### config.mk
export PLATFORM = sky130hd
export DESIGN_NAME = hub75_bcm
export DESIGN_NICKNAME = d
export VERILOG_FILES = /design/src/rtl/hub75_bcm_pkg.sv /design/src/rtl/hub75_bcm_plane_sel.sv /design/src/rtl/hub75_bcm.sv
export SDC_FILE = /design/constraint.sdc
export NUM_CORES = 1
export LEC_CHECK = 0
export BUFFER_PORTS_ARGS = -buffer_cell sky130_fd_sc_hd__buf_4
export CAP_MARGIN = 10
export CORE_MARGIN = 2
export CORE_UTILIZATION = 53
export CTS_BUF_LIST = sky130_fd_sc_hd__clkbuf_8
export CTS_CLUSTER_SIZE = 28
export DETAILED_ROUTE_END_ITERATION = 16
export GPL_TIMING_DRIVEN = 0
export PLACE_DENSITY = 0.81
export SYNTH_ARGS = -nofsm -noshare
export SYNTH_HDL_FRONTEND = slang
export SYNTH_SLANG_ARGS = --single-unit
### constraint.sdc
create_clock -name clk -period 1.75 [get_ports clk]
set_clock_uncertainty 0.05 [all_clocks]
set_input_delay 0.2625 -clock clk [delete_from_list [all_inputs] [get_ports clk]]
set_output_delay 0.2625 -clock clk [all_outputs]
set_load 0.1 [all_outputs]
### src/rtl/hub75_bcm_pkg.sv
// Shared HUB75 definitions: BCM sequencer state encoding and the default panel
// geometry also used by the column shifter and blanking stages.
package hub75_bcm_pkg;

  localparam int unsigned N_ROWS_DEF   = 32;
  localparam int unsigned N_PLANES_DEF = 8;

  typedef enum logic [2:0] {
    ST_IDLE  = 3'd0,
    ST_SHIFT = 3'd1,
    ST_WAIT  = 3'd2,
    ST_LATCH = 3'd3,
    ST_SHOW  = 3'd4
  } bcm_state_e;

endpackage

### src/rtl/hub75_bcm_plane_sel.sv
// Priority selector over a bit-plane enable mask: lowest enabled plane, next
// enabled plane above the current one, and whether the current one is the last.
module hub75_bcm_plane_sel #(
  parameter int unsigned N_PLANES     = 8,
  parameter int unsigned LOG_N_PLANES = $clog2(N_PLANES)
) (
  input  logic [N_PLANES-1:0]     mask,
  input  logic [LOG_N_PLANES-1:0] plane,
  output logic [LOG_N_PLANES-1:0] first_c,
  output logic [LOG_N_PLANES-1:0] next_c,
  output logic                    is_last_c
);

  // Descending scan: the last hit written is the lowest matching index.
  always_comb begin
    first_c   = '0;
    next_c    = '0;
    is_last_c = 1'b1;
    for (int i = int'(N_PLANES) - 1; i >= 0; i--) begin
      if (mask[i]) begin
        first_c = LOG_N_PLANES'(i);
        if (i > int'(plane)) begin
          next_c    = LOG_N_PLANES'(i);
          is_last_c = 1'b0;
        end
      end
    end
  end

endmodule

### src/rtl/hub75_bcm.sv
// HUB75 binary-coded-modulation sequencer: per row, shift/latch/show each bit-plane.
// Optional plane skipping is enabled by defining HUB75_BCM_PLANE_MASK_EN.
module hub75_bcm
  import hub75_bcm_pkg::*;
#(
  parameter int unsigned N_ROWS       = N_ROWS_DEF,
  parameter int unsigned N_PLANES     = N_PLANES_DEF,
  parameter int unsigned LOG_N_ROWS   = $clog2(N_ROWS),
  parameter int unsigned LOG_N_PLANES = $clog2(N_PLANES)
) (
  input  logic                    clk,
  input  logic                    rst,
  input  logic [LOG_N_ROWS-1:0]   bcm_row,
  input  logic                    bcm_row_first,
  input  logic                    bcm_go,
  output logic                    bcm_rdy,
  output logic [LOG_N_PLANES-1:0] shift_plane,
  output logic                    shift_go,
  input  logic                    shift_rdy,
  output logic [LOG_N_PLANES-1:0] blank_plane,
  output logic                    blank_go,
  input  logic                    blank_rdy,
  output logic [LOG_N_ROWS-1:0]   phy_addr,
  output logic                    phy_le,
  output logic                    frame_sync
`ifdef HUB75_BCM_PLANE_MASK_EN
  ,
  input  logic [N_PLANES-1:0]     ctrl_plane_ena
`endif
);

  bcm_state_e              state_q, state_d;
  logic [LOG_N_PLANES-1:0] plane_q, plane_d;
  logic [LOG_N_ROWS-1:0]   row_l_q, row_l_d;
  logic                    first_l_q, first_l_d;
  logic [LOG_N_ROWS-1:0]   addr_q, addr_d;
  logic                    shift_go_q, shift_go_d;
  logic                    blank_go_q, blank_go_d;
  logic                    phy_le_q, phy_le_d;
  logic                    frame_sync_q, frame_sync_d;
  logic                    rdy_q, rdy_d;

  logic                    go_acc_c;
  logic [LOG_N_PLANES-1:0] go_first_c;
  logic                    go_any_c;
  logic [LOG_N_PLANES-1:0] sel_first_c;
  logic [LOG_N_PLANES-1:0] sel_next_c;
  logic                    sel_last_c;

  assign go_acc_c = bcm_go & rdy_q;

`ifdef HUB75_BCM_PLANE_MASK_EN
  logic [N_PLANES-1:0] mask_q, mask_d;

  // Lowest enabled plane of the live mask, used to load the plane counter on go.
  always_comb begin
    go_first_c = '0;
    go_any_c   = 1'b0;
    for (int i = int'(N_PLANES) - 1; i >= 0; i--) begin
      if (ctrl_plane_ena[i]) begin
        go_first_c = LOG_N_PLANES'(i);
        go_any_c   = 1'b1;
      end
    end
  end

  always_comb begin
    mask_d = mask_q;
    if (state_q == ST_IDLE && go_acc_c) mask_d = ctrl_plane_ena;
  end

  always_ff @(posedge clk or posedge rst) begin
    if (rst) mask_q <= '0;
    else     mask_q <= mask_d;
  end

  hub75_bcm_plane_sel #(
    .N_PLANES     (N_PLANES),
    .LOG_N_PLANES (LOG_N_PLANES)
  ) u_plane_sel (
    .mask      (mask_q),
    .plane     (plane_q),
    .first_c   (sel_first_c),
    .next_c    (sel_next_c),
    .is_last_c (sel_last_c)
  );
`else
  assign go_first_c  = '0;
  assign go_any_c    = 1'b1;
  assign sel_first_c = '0;
  assign sel_next_c  = plane_q + 1'b1;
  assign sel_last_c  = (plane_q == LOG_N_PLANES'(N_PLANES - 1));
`endif

  always_comb begin
    state_d   = state_q;
    plane_d   = plane_q;
    row_l_d   = row_l_q;
    first_l_d = first_l_q;
    addr_d    = addr_q;
    unique case (state_q)
      ST_IDLE: begin
        if (go_acc_c) begin
          row_l_d   = bcm_row;
          first_l_d = bcm_row_first;
          if (go_any_c) begin
            plane_d = go_first_c;
            state_d = ST_SHIFT;
          end
        end
      end
      ST_SHIFT: state_d = ST_WAIT;
      ST_WAIT: begin
        if (shift_rdy && blank_rdy) state_d = ST_LATCH;
      end
      ST_LATCH: begin
        // Row address moves only together with the first plane of the new row.
        if (plane_q == sel_first_c) addr_d = row_l_q;
        state_d = ST_SHOW;
      end
      ST_SHOW: begin
        if (sel_last_c) begin
          state_d = ST_IDLE;
        end else begin
          plane_d = sel_next_c;
          state_d = ST_SHIFT;
        end
      end
      default: state_d = ST_IDLE;
    endcase

    // Pulses are registered so they coincide with the state they belong to.
    shift_go_d   = (state_d == ST_SHIFT);
    blank_go_d   = (state_d == ST_SHOW);
    phy_le_d     = (state_d == ST_LATCH);
    frame_sync_d = (state_d == ST_LATCH) && first_l_q && (plane_q == sel_first_c);
    rdy_d        = (state_d == ST_IDLE) && !(state_q == ST_IDLE && go_acc_c);
  end

  always_ff @(posedge clk or posedge rst) begin
    if (rst) begin
      state_q      <= ST_IDLE;
      plane_q      <= '0;
      row_l_q      <= '0;
      first_l_q    <= 1'b0;
      addr_q       <= '0;
      shift_go_q   <= 1'b0;
      blank_go_q   <= 1'b0;
      phy_le_q     <= 1'b0;
      frame_sync_q <= 1'b0;
      rdy_q        <= 1'b1;
    end else begin
      state_q      <= state_d;
      plane_q      <= plane_d;
      row_l_q      <= row_l_d;
      first_l_q    <= first_l_d;
      addr_q       <= addr_d;
      shift_go_q   <= shift_go_d;
      blank_go_q   <= blank_go_d;
      phy_le_q     <= phy_le_d;
      frame_sync_q <= frame_sync_d;
      rdy_q        <= rdy_d;
    end
  end

  assign bcm_rdy     = rdy_q;
  assign shift_plane = plane_q;
  assign shift_go    = shift_go_q;
  assign blank_plane = plane_q;
  assign blank_go    = blank_go_q;
  assign phy_addr    = addr_q;
  assign phy_le      = phy_le_q;
  assign frame_sync  = frame_sync_q;

endmodule

# Word level (Yosys, flattened, before mapping)
# Cells that the tools add are included.
# Widths: inputs -> output; s select.
[op_classes]
n_addsub = 1
eq_ne = 10
mux = 7
bitwise_logic = 1
reduce_logical = 13
[ops]
columns = ["op", "n"]
rows = [
  ["$pmux 3 s5", 1],
  ["$mux 3", 4],
  ["$eq 3x2->1 const B", 3],
  ["$eq 3x3->1 const B", 3],
  ["$logic_not 3->1", 3],
  ["$eq 3x1->1 const B", 2],
  ["$pmux 3 s2", 1],
  ["$logic_and 1x1->1", 5],
  ["$ne 2x2->1 const B", 2],
  ["$reduce_and 2->1", 2],
  ["$add 3x1->3 const B", 1],
  ["$reduce_and 3->1", 1],
  ["$reduce_bool 2->1", 1],
  ["$and 1x1->1", 1],
  ["$logic_not 1->1", 1],
  ["$mux 1", 1],
]
[totals]
regBits = 22
inputBits = 11
output_inout_bits = 16

# Depth between registers and ports, before layout
[depth]
ltp_word = 6
ltp_mapped = 5
depth_no_buf = 5

# Worst setup path after synthesis
# OpenSTA, ideal clock, no wires.
[synth_timing]
path_kind = "register to register"
startpoint = "reg plane_q[0] (netlist: blank_plane[0])"
endpoint = "reg plane_q[0] (netlist: blank_plane[0])"
arrival_ns = 1.979
required_time_ns = 1.567
slack_ns = -0.412
path_stages_with_launch = 6
n_path_buf = 0
cell_sequence = "dfrtp_1 > ha_1 > ha_1 > or4b_1 > o41ai_2 > o21ai_0"
[synth_via]
elab_chain_cells = 3
word_cells_on_any_way = 6
[synth_lines]
columns = ["item", "line", "rtl"]
rows = [
  ["from (decl)", "hub75_bcm.sv:33", "logic [LOG_N_PLANES-1:0] plane_q, plane_d;"],
  ["from (signal assigned)", "hub75_bcm.sv:154", "plane_q <= plane_d;"],
  ["$add 3x1->3 / $eq 3x3->1 (equally long branches)", "hub75_bcm.sv:91, hub75_bcm.sv:92", ""],
  ["$mux 3 / $ne 2x2->1 (equally long branches)", "n/a", ""],
  ["$pmux 3 s2 / $reduce_and 3->1 (equally long branches)", "n/a", ""],
]
# Several ways; a longest one is shown, not always the timed one. The select of a mux whose other input is x is not followed.
# A chain may end at the register's enable or synchronous reset.

# Worst setup path in the final report
[layout_timing]
startpoint = "reg plane_q[1] (netlist: blank_plane[1])"
endpoint = "reg plane_q[0] (netlist: blank_plane[0])"
[layout_via]
elab_chain_cells = 3
[layout_lines]
columns = ["item", "line", "rtl"]
rows = [
  ["$eq 3x3->1", "hub75_bcm.sv:92", "assign sel_last_c = (plane_q == LOG_N_PLANES'(N_PLANES - 1));"],
  ["$ne 2x2->1 (no line)", "n/a", ""],
  ["$reduce_and 3->1 (no line)", "n/a", ""],
]
# Every way passes these cells.

==> metrics.txt <==
# TYPE chip_impl_metric gauge
chip_impl_metric{name="tightestPinTransition",unit="ns"} 0.7959
chip_impl_metric{name="fillerInstances",unit=""} 124
chip_impl_info{name="path_cells",value="ha_4 > ha_4 > or4b_4 > o41ai_4 > o21ai_1"} 1
chip_impl_metric{name="final_period_minus_worst_setup_slack",unit="ns"} 1.708
chip_impl_metric{name="final.setup.tns",unit="ns"} 0
chip_impl_metric{name="first_pass_grt_wire_length",unit="µm"} 3084
chip_impl_metric{name="synthXorXnorAreaFrac",unit=""} 0.008974
chip_impl_metric{name="antenna-diode-count",unit=""} 0
chip_impl_metric{name="htreeDepth",unit=""} 1
chip_impl_metric{name="fraction_of_layout_instances_using_a_drive_strength_above_1",unit=""} 0.6040
chip_impl_metric{name="io_pins",unit=""} 27
chip_impl_metric{name="cts_inserted_buffers",unit=""} 3
chip_impl_metric{name="io_buffer_count",unit=""} 26
chip_impl_metric{name="timing_max_transition_violations_final",unit=""} 0
chip_impl_metric{name="first_global_vias",unit=""} 640
chip_impl_metric{name="synth.mux.area_fraction",unit=""} 0.1462
chip_impl_metric{name="detail_route.wl_per_cell",unit="µm"} 14.83
chip_impl_metric{name="synth_compound_gate_area_share",unit=""} 0.03974
chip_impl_info{name="crit_path_top_delay_cell",value="sky130_fd_sc_hd__dfrtp_4"} 1
chip_impl_metric{name="r2r_setup_slack",unit="ns"} 0.04
chip_impl_metric{name="finalNetCount",unit=""} 116
chip_impl_info{name="rsz0062_at_grt",value="yes"} 1
chip_impl_metric{name="clk_latency",unit="ns"} 0.26
chip_impl_metric{name="floorplan.core_area",unit="mm²"} 0.001727
chip_impl_metric{name="vias",unit=""} 625
chip_impl_metric{name="synth_largest_type_area_fraction",unit=""} 0.5385
chip_impl_metric{name="clock_sinks",unit=""} 22
chip_impl_metric{name="antenna_found_initial",unit=""} 0
chip_impl_info{name="mostFrequentLayoutCell",value="sky130_fd_sc_hd__buf_4"} 1
chip_impl_metric{name="synth-seq-cells",unit=""} 22
chip_impl_metric{name="timing.critical_path.slowest_cell_delay",unit="ns"} 0.51
chip_impl_metric{name="setup_ws",unit="ns"} 0.04200
chip_impl_info{name="path_class",value="flip-flop to flip-flop"} 1
chip_impl_metric{name="synth_adder_area_share",unit=""} 0.03846
chip_impl_info{name="synth.top_cells.by_area",value="sky130_fd_sc_hd__dfrtp_1 (54%), sky130_fd_sc_hd__mux2_4 (7.7%), sky130_fd_sc_hd__mux2_2 (6.9%), sky130_fd_sc_hd__buf_4 (3.8%), sky130_fd_sc_hd__ha_1 (3.8%)"} 1
chip_impl_metric{name="gp_congestion",unit=""} 0.7213
chip_impl_metric{name="setup_viol",unit=""} 0
chip_impl_metric{name="wirelength",unit="µm"} 1869
chip_impl_info{name="crit_path_frequent_cell",value="sky130_fd_sc_hd__ha_4"} 1
chip_impl_metric{name="basic_gate_share_of_the_synthesized_area_counting_and_or_nand_and_nor_cells",unit=""} 0.1282
chip_impl_metric{name="max_capacitance_violation_count",unit=""} 0
chip_impl_info{name="dominant_combinational_cell_family_by_area_after_synthesis",value="multiplexers"} 1
chip_impl_metric{name="post_cts_hold_buffer_count",unit=""} 0
chip_impl_info{name="critPathCaptureType",value="flip-flop"} 1
chip_impl_metric{name="cp_max_fanout",unit=""} 4
chip_impl_info{name="startpoint_type",value="flip-flop"} 1
chip_impl_metric{name="synth.distinct_cells",unit=""} 22
chip_impl_metric{name="initial_core_util",unit=""} 0.5652
chip_impl_metric{name="synth_fp_nets",unit=""} 84
chip_impl_metric{name="layout_worst_path_cycle_share",unit=""} 0.9760
chip_impl_metric{name="critical_path_arrival",unit="ns"} 1.80
chip_impl_metric{name="slew_headroom",unit=""} 0.4688
chip_impl_metric{name="route.detailed.vias_per_inst",unit=""} 4.960
chip_impl_metric{name="critPathRequiredTime",unit="ns"} 1.84
chip_impl_metric{name="avgSynthCellArea",unit="µm²"} 13.94
chip_impl_metric{name="finalHoldViolCount",unit=""} 0
chip_impl_info{name="timing.hold.worst.class",value="input pin to async pin"} 1
chip_impl_info{name="yosysTopAreaCell",value="sky130_fd_sc_hd__dfrtp_1"} 1
chip_impl_metric{name="synthesis.instances",unit=""} 70
chip_impl_metric{name="drc",unit=""} 0
chip_impl_metric{name="floorplan.die_area",unit="mm²"} 0.002201
chip_impl_metric{name="synth_sequential_area_ratio",unit=""} 0.5654
chip_impl_metric{name="fp-row-count",unit=""} 15
chip_impl_metric{name="drtAntennaViolNets",unit=""} 0
chip_impl_info{name="mostFrequentLayoutCells",value="sky130_fd_sc_hd__buf_4 (32), sky130_fd_sc_hd__dfrtp_1 (18), sky130_fd_sc_hd__mux2_2 (6), sky130_fd_sc_hd__mux2_4 (5)"} 1
chip_impl_metric{name="place_ws",unit="ns"} -0.007773
chip_impl_metric{name="pin_count_of_the_biggest_net_entering_global_routing",unit=""} 23
chip_impl_metric{name="die_width",unit="µm"} 46.91
chip_impl_metric{name="drtPass1Iterations",unit=""} 4
chip_impl_metric{name="clk_pin_slew_worst_paths",unit="ns"} 0.07
chip_impl_metric{name="cts_max_path_buffers",unit=""} 2
chip_impl_metric{name="max_freq",unit="MHz"} 585.5
chip_impl_metric{name="fp.dieH",unit="µm"} 46.91
chip_impl_info{name="clock_tree_from_tritoncts",value="built"} 1
chip_impl_metric{name="post-dp-hpwl",unit="µm"} 1334
chip_impl_info{name="cts_root_buf",value="sky130_fd_sc_hd__clkbuf_8"} 1
chip_impl_metric{name="globalRouteOverflowTotal",unit=""} 0
chip_impl_metric{name="grt_util_all_layers",unit=""} 0.2064
chip_impl_metric{name="synth_warnings",unit=""} 0
chip_impl_metric{name="areaGrowthSynthToFinish",unit="%"} 36.67
chip_impl_metric{name="drtIter0Drc",unit=""} 4
chip_impl_info{name="status",value="finished, final reports clean"} 1
chip_impl_metric{name="mappedNetlistArea",unit="µm²"} 975.9
-- per-stage QoR --
stage | hold WS, ns | cell area [µm²] | util | cells
6_report | 0.1038 | 1334 | 0.7725 | 126
4_1_cts | 0.1306 | 1303 | 0.7543 | 125
3_5_place_dp | 0.4120 | 1247 | 0.7225 | 121
3_3_place_gp | 0.4066 | 1247 | 0.7225 | 121
2_1_floorplan | 0.2010 | 1021 | - | 70
5_1_grt | 0.1748 | 1334 | 0.7725 | 126
-- synth_stat cells --
cell,instances
sky130_fd_sc_hd__dfstp_2,1
sky130_fd_sc_hd__nand2_1,5
sky130_fd_sc_hd__ha_1,3
sky130_fd_sc_hd__nand4b_1,1
sky130_fd_sc_hd__and3b_1,3
sky130_fd_sc_hd__nor4b_1,1
sky130_fd_sc_hd__or4b_1,1
sky130_fd_sc_hd__mux2_2,6
sky130_fd_sc_hd__dfrtp_1,21
sky130_fd_sc_hd__buf_4,5
sky130_fd_sc_hd__mux2_4,5
sky130_fd_sc_hd__inv_1,3
sky130_fd_sc_hd__and4b_1,1
sky130_fd_sc_hd__or2_1,1
sky130_fd_sc_hd__o31ai_1,1
sky130_fd_sc_hd__nor2_1,4
sky130_fd_sc_hd__o41ai_2,1
sky130_fd_sc_hd__nor4_4,1
sky130_fd_sc_hd__o21ai_0,2
sky130_fd_sc_hd__buf_6,2
sky130_fd_sc_hd__a21oi_1,1
sky130_fd_sc_hd__xnor2_1,1
-- state kept, by name, indices dropped and copies added, names as in the netlist --
name and count:
blank_go 1, state_q 3, phy_le 1, blank_plane 3, phy_addr 5, first_l_q 1
row_l_q 5, frame_sync 1, shift_go 1, bcm_rdy 1
-- worst max-delay path: cells and delay by family, from the launching register on --
family	cells	cell delay, ns
adder cells (fa/ha/maj)	2	0.33
flip-flops	1	0.51
AO/OA/AOI/OAI	2	0.19
AND/OR/NAND/NOR	1	0.51
-- area by class of cell --
class                      count  area [µm²]  share of cell area
multi-input combinational     38       409.1              0.3068
clock buffer                   4       55.05             0.04128
inverter                       3       11.26            0.008443
buffer                         7       60.06             0.04503
sequential                    22       564.3              0.4231
tap                           25       31.28             0.02345
timing repair buffer          27       202.7              0.1520
-- repair_timing --
item                                    4_1_cts  5_1_grt
resized for setup                             1        3
endpoints found under the setup margin        1        7
pin swaps                                     0        3
buffers inserted                              0        1
-- kinds of logic (layout without fill, tap and decap cells) --
kind of cell | after synthesis | in the layout
fa+ha+maj | 3 | 3
compound gates | 5 | 5
mux | 11 | 11
xor+xnor | 1 | 1
buf+inv | 10 | 41
simple gates | 18 | 18
flops | 22 | 22
-- final timing paths --
check | endpoint | depth (start not counted) | startpoint
min reg2reg | phy_addr[2] | 1 | row_l_q[2]
max reg2reg | blank_plane[0] | 5 | blank_plane[1]
min in group clk | row_l_q[1] | 2 | bcm_row[1]
max in group asynchronous | blank_plane[0] | 2 | rst
min | phy_addr[0] | 2 | rst
max | blank_plane[0] | 5 | blank_plane[1]
-- routing by layer --
| layer | wire length (µm) | up-vias | share of wire | GRT usage |
|---|---|---|---|---|
| li1 | - | 300 | - | - |
| met1 | 785 | 303 | 0.42 | 0.2642 |
| met2 | 987 | 18 | 0.53 | 0.3452 |
| met3 | 76 | 4 | 0.041 | 0.03846 |
| met4 | 19 | 0 | 0.010 | 0.08333 |
| met5 | 0 | - | 0 | 0 |
Power is not shown: default switching activity piles up to over one toggle a cycle in this logic, so the estimate is an artifact.
